<file path="src/rtl/act_packer_pkg.sv">
// act_packer_pkg: shared fixed-point defaults for the activation datapath.
package act_packer_pkg;
  localparam int def_width = 16;
  localparam int int_bits = 5;
  localparam int frac_bits = 10;
endpackage

</file>
<file path="src/rtl/act_packer.sv">
// act_packer: widens z/fi-lane activation/sigmoid-prime beats into z-lane packages.
module act_packer
  import act_packer_pkg::*;
#(
  parameter int fi = 4,
  parameter int z = 8,
  parameter int width = def_width
) (
  input  logic                    clk,
  input  logic                    reset,
  input  logic                    clear,
  input  logic                    in_valid,
  output logic                    in_ready,
  input  logic [width*z/fi-1:0]   sigmoid_package,
  input  logic [width*z/fi-1:0]   sp_package,
  output logic                    out_valid,
  input  logic                    out_ready,
  output logic [width*z-1:0]      a_package,
  output logic [width*z-1:0]      sp_out_package
);
  localparam int bw = width*z/fi;
  localparam int cw = $clog2(fi);
  logic [cw-1:0] cnt;
  logic [bw*(fi-1)-1:0] fill_a, fill_s;
  logic last, accept;
  assign last = cnt == cw'(fi-1);
  assign in_ready = !(last && out_valid && !out_ready);
  assign accept = in_valid && in_ready && !clear;
  // only beats 0..fi-2 are buffered; the final beat goes straight to the output register
  for (genvar k = 0; k < fi-1; k++) begin : g_slot
    logic [bw-1:0] a_q, s_q;
    always_ff @(posedge clk or posedge reset)
      if (reset) begin
        a_q <= '0;
        s_q <= '0;
      end else if (accept && cnt == cw'(k)) begin
        a_q <= sigmoid_package;
        s_q <= sp_package;
      end
    assign fill_a[k*bw +: bw] = a_q;
    assign fill_s[k*bw +: bw] = s_q;
  end
  always_ff @(posedge clk or posedge reset)
    if (reset) begin
      cnt <= '0;
      out_valid <= 1'b0;
      a_package <= '0;
      sp_out_package <= '0;
    end else begin
      if (clear) cnt <= '0;
      else if (accept) cnt <= last ? '0 : cnt + cw'(1);
      if (accept && last) begin
        a_package <= {sigmoid_package, fill_a};
        sp_out_package <= {sp_package, fill_s};
        out_valid <= 1'b1;
      end else if (out_ready) out_valid <= 1'b0;
    end
endmodule

</file>
<file path="config.mk">
export PLATFORM = sky130hd
export DESIGN_NAME = act_packer
export DESIGN_NICKNAME = d
export VERILOG_FILES = /design/src/rtl/act_packer_pkg.sv /design/src/rtl/act_packer.sv
export SDC_FILE = /design/constraint.sdc
export NUM_CORES = 1
export LEC_CHECK = 0
export ABC_AREA = 1
export CAP_MARGIN = 30
export CORE_MARGIN = 2
export CORE_UTILIZATION = 50
export DETAILED_ROUTE_END_ITERATION = 6
export PLACE_DENSITY = 0.83
export SYNTH_ARGS = -nofsm -noshare
export SYNTH_HDL_FRONTEND = slang
export SYNTH_SLANG_ARGS = --single-unit
</file>
<file path="constraint.sdc">
create_clock -name clk -period 28.9 [get_ports clk]
set_input_delay 4.335 -clock clk [delete_from_list [all_inputs] [get_ports clk]]
set_output_delay 4.335 -clock clk [all_outputs]
set_load 0.05 [all_outputs]
</file>
After elaboration in Yosys (flattened, before gate mapping)
Index checks and enable logic that the tools add are counted.

Add/sub/neg operators: 1. Reduce and logical (&&, ||, !) cells: 14. Multiplexer cells: 5. Eq/ne operators: 3.

Operators by type and width (number): $logic_and 1x1->1 (8); $mux 2 (3); $eq 2x2->1 const B (2); $reduce_bool 2->1 (2); $logic_not 1->1 (3); $add 2x1->2 const B (1); $eq 2x1->1 const B (1); $logic_not 2->1 (1); $mux 1 (2).

Word-level logic and storage cells: 33. Flip-flop bits (word level): 451. Output and inout bits: 258.

Logic depth before layout (Yosys ltp)
Depth in word-level cells: 8. Mapped depth: 8.

Worst setup path before layout
OpenSTA, ideal clock, no wires.

Path type: in2out. Start point: in out_ready. End point: out in_ready. Arrival time: 4685 ps. Data required time: 24565 ps. Slack: 19880 ps. Cell stages on the path: 2. Buffers on the path: 0. Cells stage by stage: inv_1 nand3_2.

Cells in the longest elaborated chain, start to end: 3.

RTL lines: start: declaration (line act_packer.sv:17) `input logic out_ready,`; $logic_not 1->1 (line act_packer.sv:27) `assign in_ready = !(last && out_valid && !out_ready);`; $logic_and 1x1->1 (line act_packer.sv:27); $logic_not 1->1 (line act_packer.sv:27); end: declaration (line act_packer.sv:13) `output logic in_ready,`.

No other way between the ends.

Final worst setup path
Same ends and word-level chain as after synthesis.

==> run_results.csv <==
group,metric,value,unit
worst_hold_path,hp-class,"reg -> reg",
clock_network,clk_pin_slew,0.06,ns
timing,worstMarginPinSlew,0.995,ns
synth,syn_nets,2034,
floorplanning,rows,69,
detailed_routing,vias,14600,
critical_path,start_kind,"input pin",
power_and_ir_drop,seq_power_share,0.430,
power_and_ir_drop,powerDensity,82.9,nW/µm²
synth,synth_cells,1961,
critical_path,worst-setup-path-type,"in -> out",
synth,yosysUniqueCellTypes,18,
cells_and_area,drive_gt1_frac,0.0479,
power_and_ir_drop,swShare,0.338,
synth,ys_ff_latch,451,
detailed_routing,drt_pass1_iterations,5,
detailed_routing,drt_iter0_markers,1114,
job,cap_viol_max_count,0,
critical_path,worstSetupEndpoint,"in_ready",
power_and_ir_drop,vdd_ir_drop_max,0.0598,mV
timing,setup_ws,18.51,ns
timing,final.min_clock_period,10.39,ns
clock_network,tritoncts,"yes",
power_and_ir_drop,clockPowerShare,0.316,
clock_network,cts.sinks,451,
grt,grt_pass1_wl,78.8,mm
grt,grt_max_degree,168,
clock_network,postCtsHoldBufs,0,
cells_and_area,area_growth_syn_to_layout,28.3,%
placement,port_buffers,326,
critical_path,end_kind,"output pin",
cells_and_area,fillerInstances,2640,
placement,dpl_worst_slack,18.52,ns
detailed_routing,viasPerCell,5.37,
clock_network,post_cts_buffers,0,
critical_path,worst_r2r_path_depth,6,
clock_network,worst_skew_pair.late_latency,0.57,ns
power_and_ir_drop,p_comb_frac,0.254,
critical_path,reg2reg_from,"cnt[0]",
timing,fin_crit_sh,0.359,
status,outcome,"complete, no violations",
timing,finClkSkew,0.0307,ns
timing,maxSlewViolCount,0,
floorplanning,initial_core_util,0.507,
clock_network,cts_buffer_depth,3,
critical_path,worstPathRequired,24.57,ns
grt,grt_util_all_layers,0.260,
detailed_routing,drc,0,
clock_network,root_buffer,"clkbuf_16",
timing,rsz0062_at_grt,"no",
floorplanning,fp.dieArea,37500,µm²
floorplanning,die_h,194,µm
timing,fin_setup_tns,0,ns
floorplanning,core,35500,µm²
critical_path,r2r-end,"a_package[122]",
clock_network,cts_made_buffers,46,
critical_path,crit_start,"out_ready",
placement,dpl.hpwl,29.5,mm
detailed_routing,wl_per_cell,17.9,µm
power_and_ir_drop,leakagePower,11.3,nW
critical_path,arrival,6.05,ns
timing,relSlewSlack,0.337,
synth,netlist_area,18000,µm²
detailed_routing,ant_nets,0,
synth,yosysWarnings,0,
timing,setup_viol,0,
grt,overflow,0,
critical_path,rrSetupSlack,25.83,ns
power_and_ir_drop,p_int,0.00127,W
grt,grt_antenna_before_repair,1,
floorplanning,fp.dieW,194,µm
grt,grt_pass1_vias,14700,
floorplanning,ios,327,
detailed_routing,drt-total-wl,48.7,mm
power_and_ir_drop,p_sw,0.000648,W
timing,finalHoldViolCount,0,
timing,fmax,96.3,MHz
synth,avgSynthCellArea,9.18,µm²
clock_network,htree_levels,2,
synth,seq_area_frac_synth,0.627,
timing,fin_hold_ws,0.479,ns
placement,finalWeightedCongestion,0.823,
cells_and_area,fin_nets,2293,
clock_network,postCtsResizedCells,0,
critical_path,cp_max_fo,4,
## routing by layer
layer  up-vias  track usage  routed length, µm
li1       6773            -                  -
met1      7122        0.337              19200
met2       569        0.429              23900
met3       123       0.0548               3890
met4         0        0.107               1740
met5         -            0                  0
## critical path: stages
cell and delay (ns):
clkdlybuf4s50_1 0.55, inv_1 0.10, nand3_2 0.16, clkdlybuf4s50_1 0.90
## logic make-up (layout without fill, tap and decap cells)
| family | count (synthesis) | count (layout) | share of synthesized area |
|---|---|---|---|
| adders and majority gates | 4 | 4 | 0.00278 |
| other | 0 | 1 | 0 |
| and+or+nand+nor | 850 | 850 | 0.207 |
| AOI/OAI and AO/OA | 256 | 256 | 0.0712 |
| DFF | 451 | 451 | 0.627 |
| buffers and inverters | 400 | 695 | 0.0920 |
## power groups by stage
stage                     sequential, W  clock (W)  combinational [W]
after floorplan                0.000987          0           0.000151
after global placement         0.000824          0           0.000469
after detailed placement       0.000831          0           0.000482
after CTS                      0.000822   0.000612           0.000488
after global routing           0.000837   0.000638           0.000525
final                          0.000823   0.000605           0.000486
## flip-flops by register name, summed over array words and instances (netlist names)
| name | count |
|---|---|
| a_package | 128 |
| sp_out_package | 128 |
| g_slot.a_q | 96 |
| g_slot.s_q | 96 |
| cnt | 2 |
| out_valid | 1 |
## synthesized netlist by cell type (all sizes together)
master  instances  area share
ha              4      0.0028
nand3           3      0.0011
clkbuf         22      0.0046
nor2            4      0.0013
dfrtp         451        0.63
o21ai         256       0.071
nand2         647        0.13
buf           116       0.033
nand4         196       0.070
inv           262       0.055
## cell type report
type	instances	area, µm²	share of cell area
Timing Repair Buffer	349	3580	0.155
Sequential cell	451	11300	0.489
Clock buffer	70	1380	0.0599
Multi-Input combinational cell	1110	5100	0.221
Antenna cell	1	2.50	0.000108
Tap cell	461	577	0.0250
Inverter	262	996	0.0431
Clock inverter	14	175	0.00758
## layout by cell type, fill, tap and decap left out, drive strengths merged
| cell type | Yosys | routed |
|---|---|---|
| clkdlybuf4s50 | 0 | 326 |
| nand3 | 3 | 3 |
| inv | 262 | 262 |
| nand4 | 196 | 196 |
| dfrtp | 451 | 451 |
| bufinv | 0 | 3 |
| o21ai | 256 | 256 |
| nand2 | 647 | 647 |
| clkinv | 0 | 11 |
| diode | 0 | 1 |
| buf | 116 | 23 |
| clkbuf | 22 | 70 |
| nor2 | 4 | 4 |
| ha | 4 | 4 |
## per-stage QoR
step | total power, W | util | std cells | cell area, µm²
finish | 0.00191 | 0.651 | 2718 | 23100
global route | 0.00200 | 0.651 | 2718 | 23100
CTS | 0.00192 | 0.648 | 2713 | 23000
detailed placement | 0.00131 | 0.604 | 2629 | 21400
global placement | 0.00129 | 0.602 | 2626 | 21400
floorplan | 0.00114 | - | 1961 | 18000
## how the worst min path moves through the flow
stage	cells past startpoint	start	to	slack (ns)
2_1_floorplan	2	g_slot[0].a_q[0]	g_slot[0].a_q[0]	0.45
3_3_place_gp	2	g_slot[1].s_q[26]	g_slot[1].s_q[26]	0.46
3_5_place_dp	2	g_slot[0].s_q[24]	g_slot[0].s_q[24]	0.47
4_1_cts	2	g_slot[2].s_q[0]	g_slot[2].s_q[0]	0.48
5_1_grt	2	g_slot[2].a_q[24]	g_slot[2].a_q[24]	0.49
6_report	2	g_slot[0].s_q[20]	g_slot[0].s_q[20]	0.48
Power figures use the tool's default switching activity.
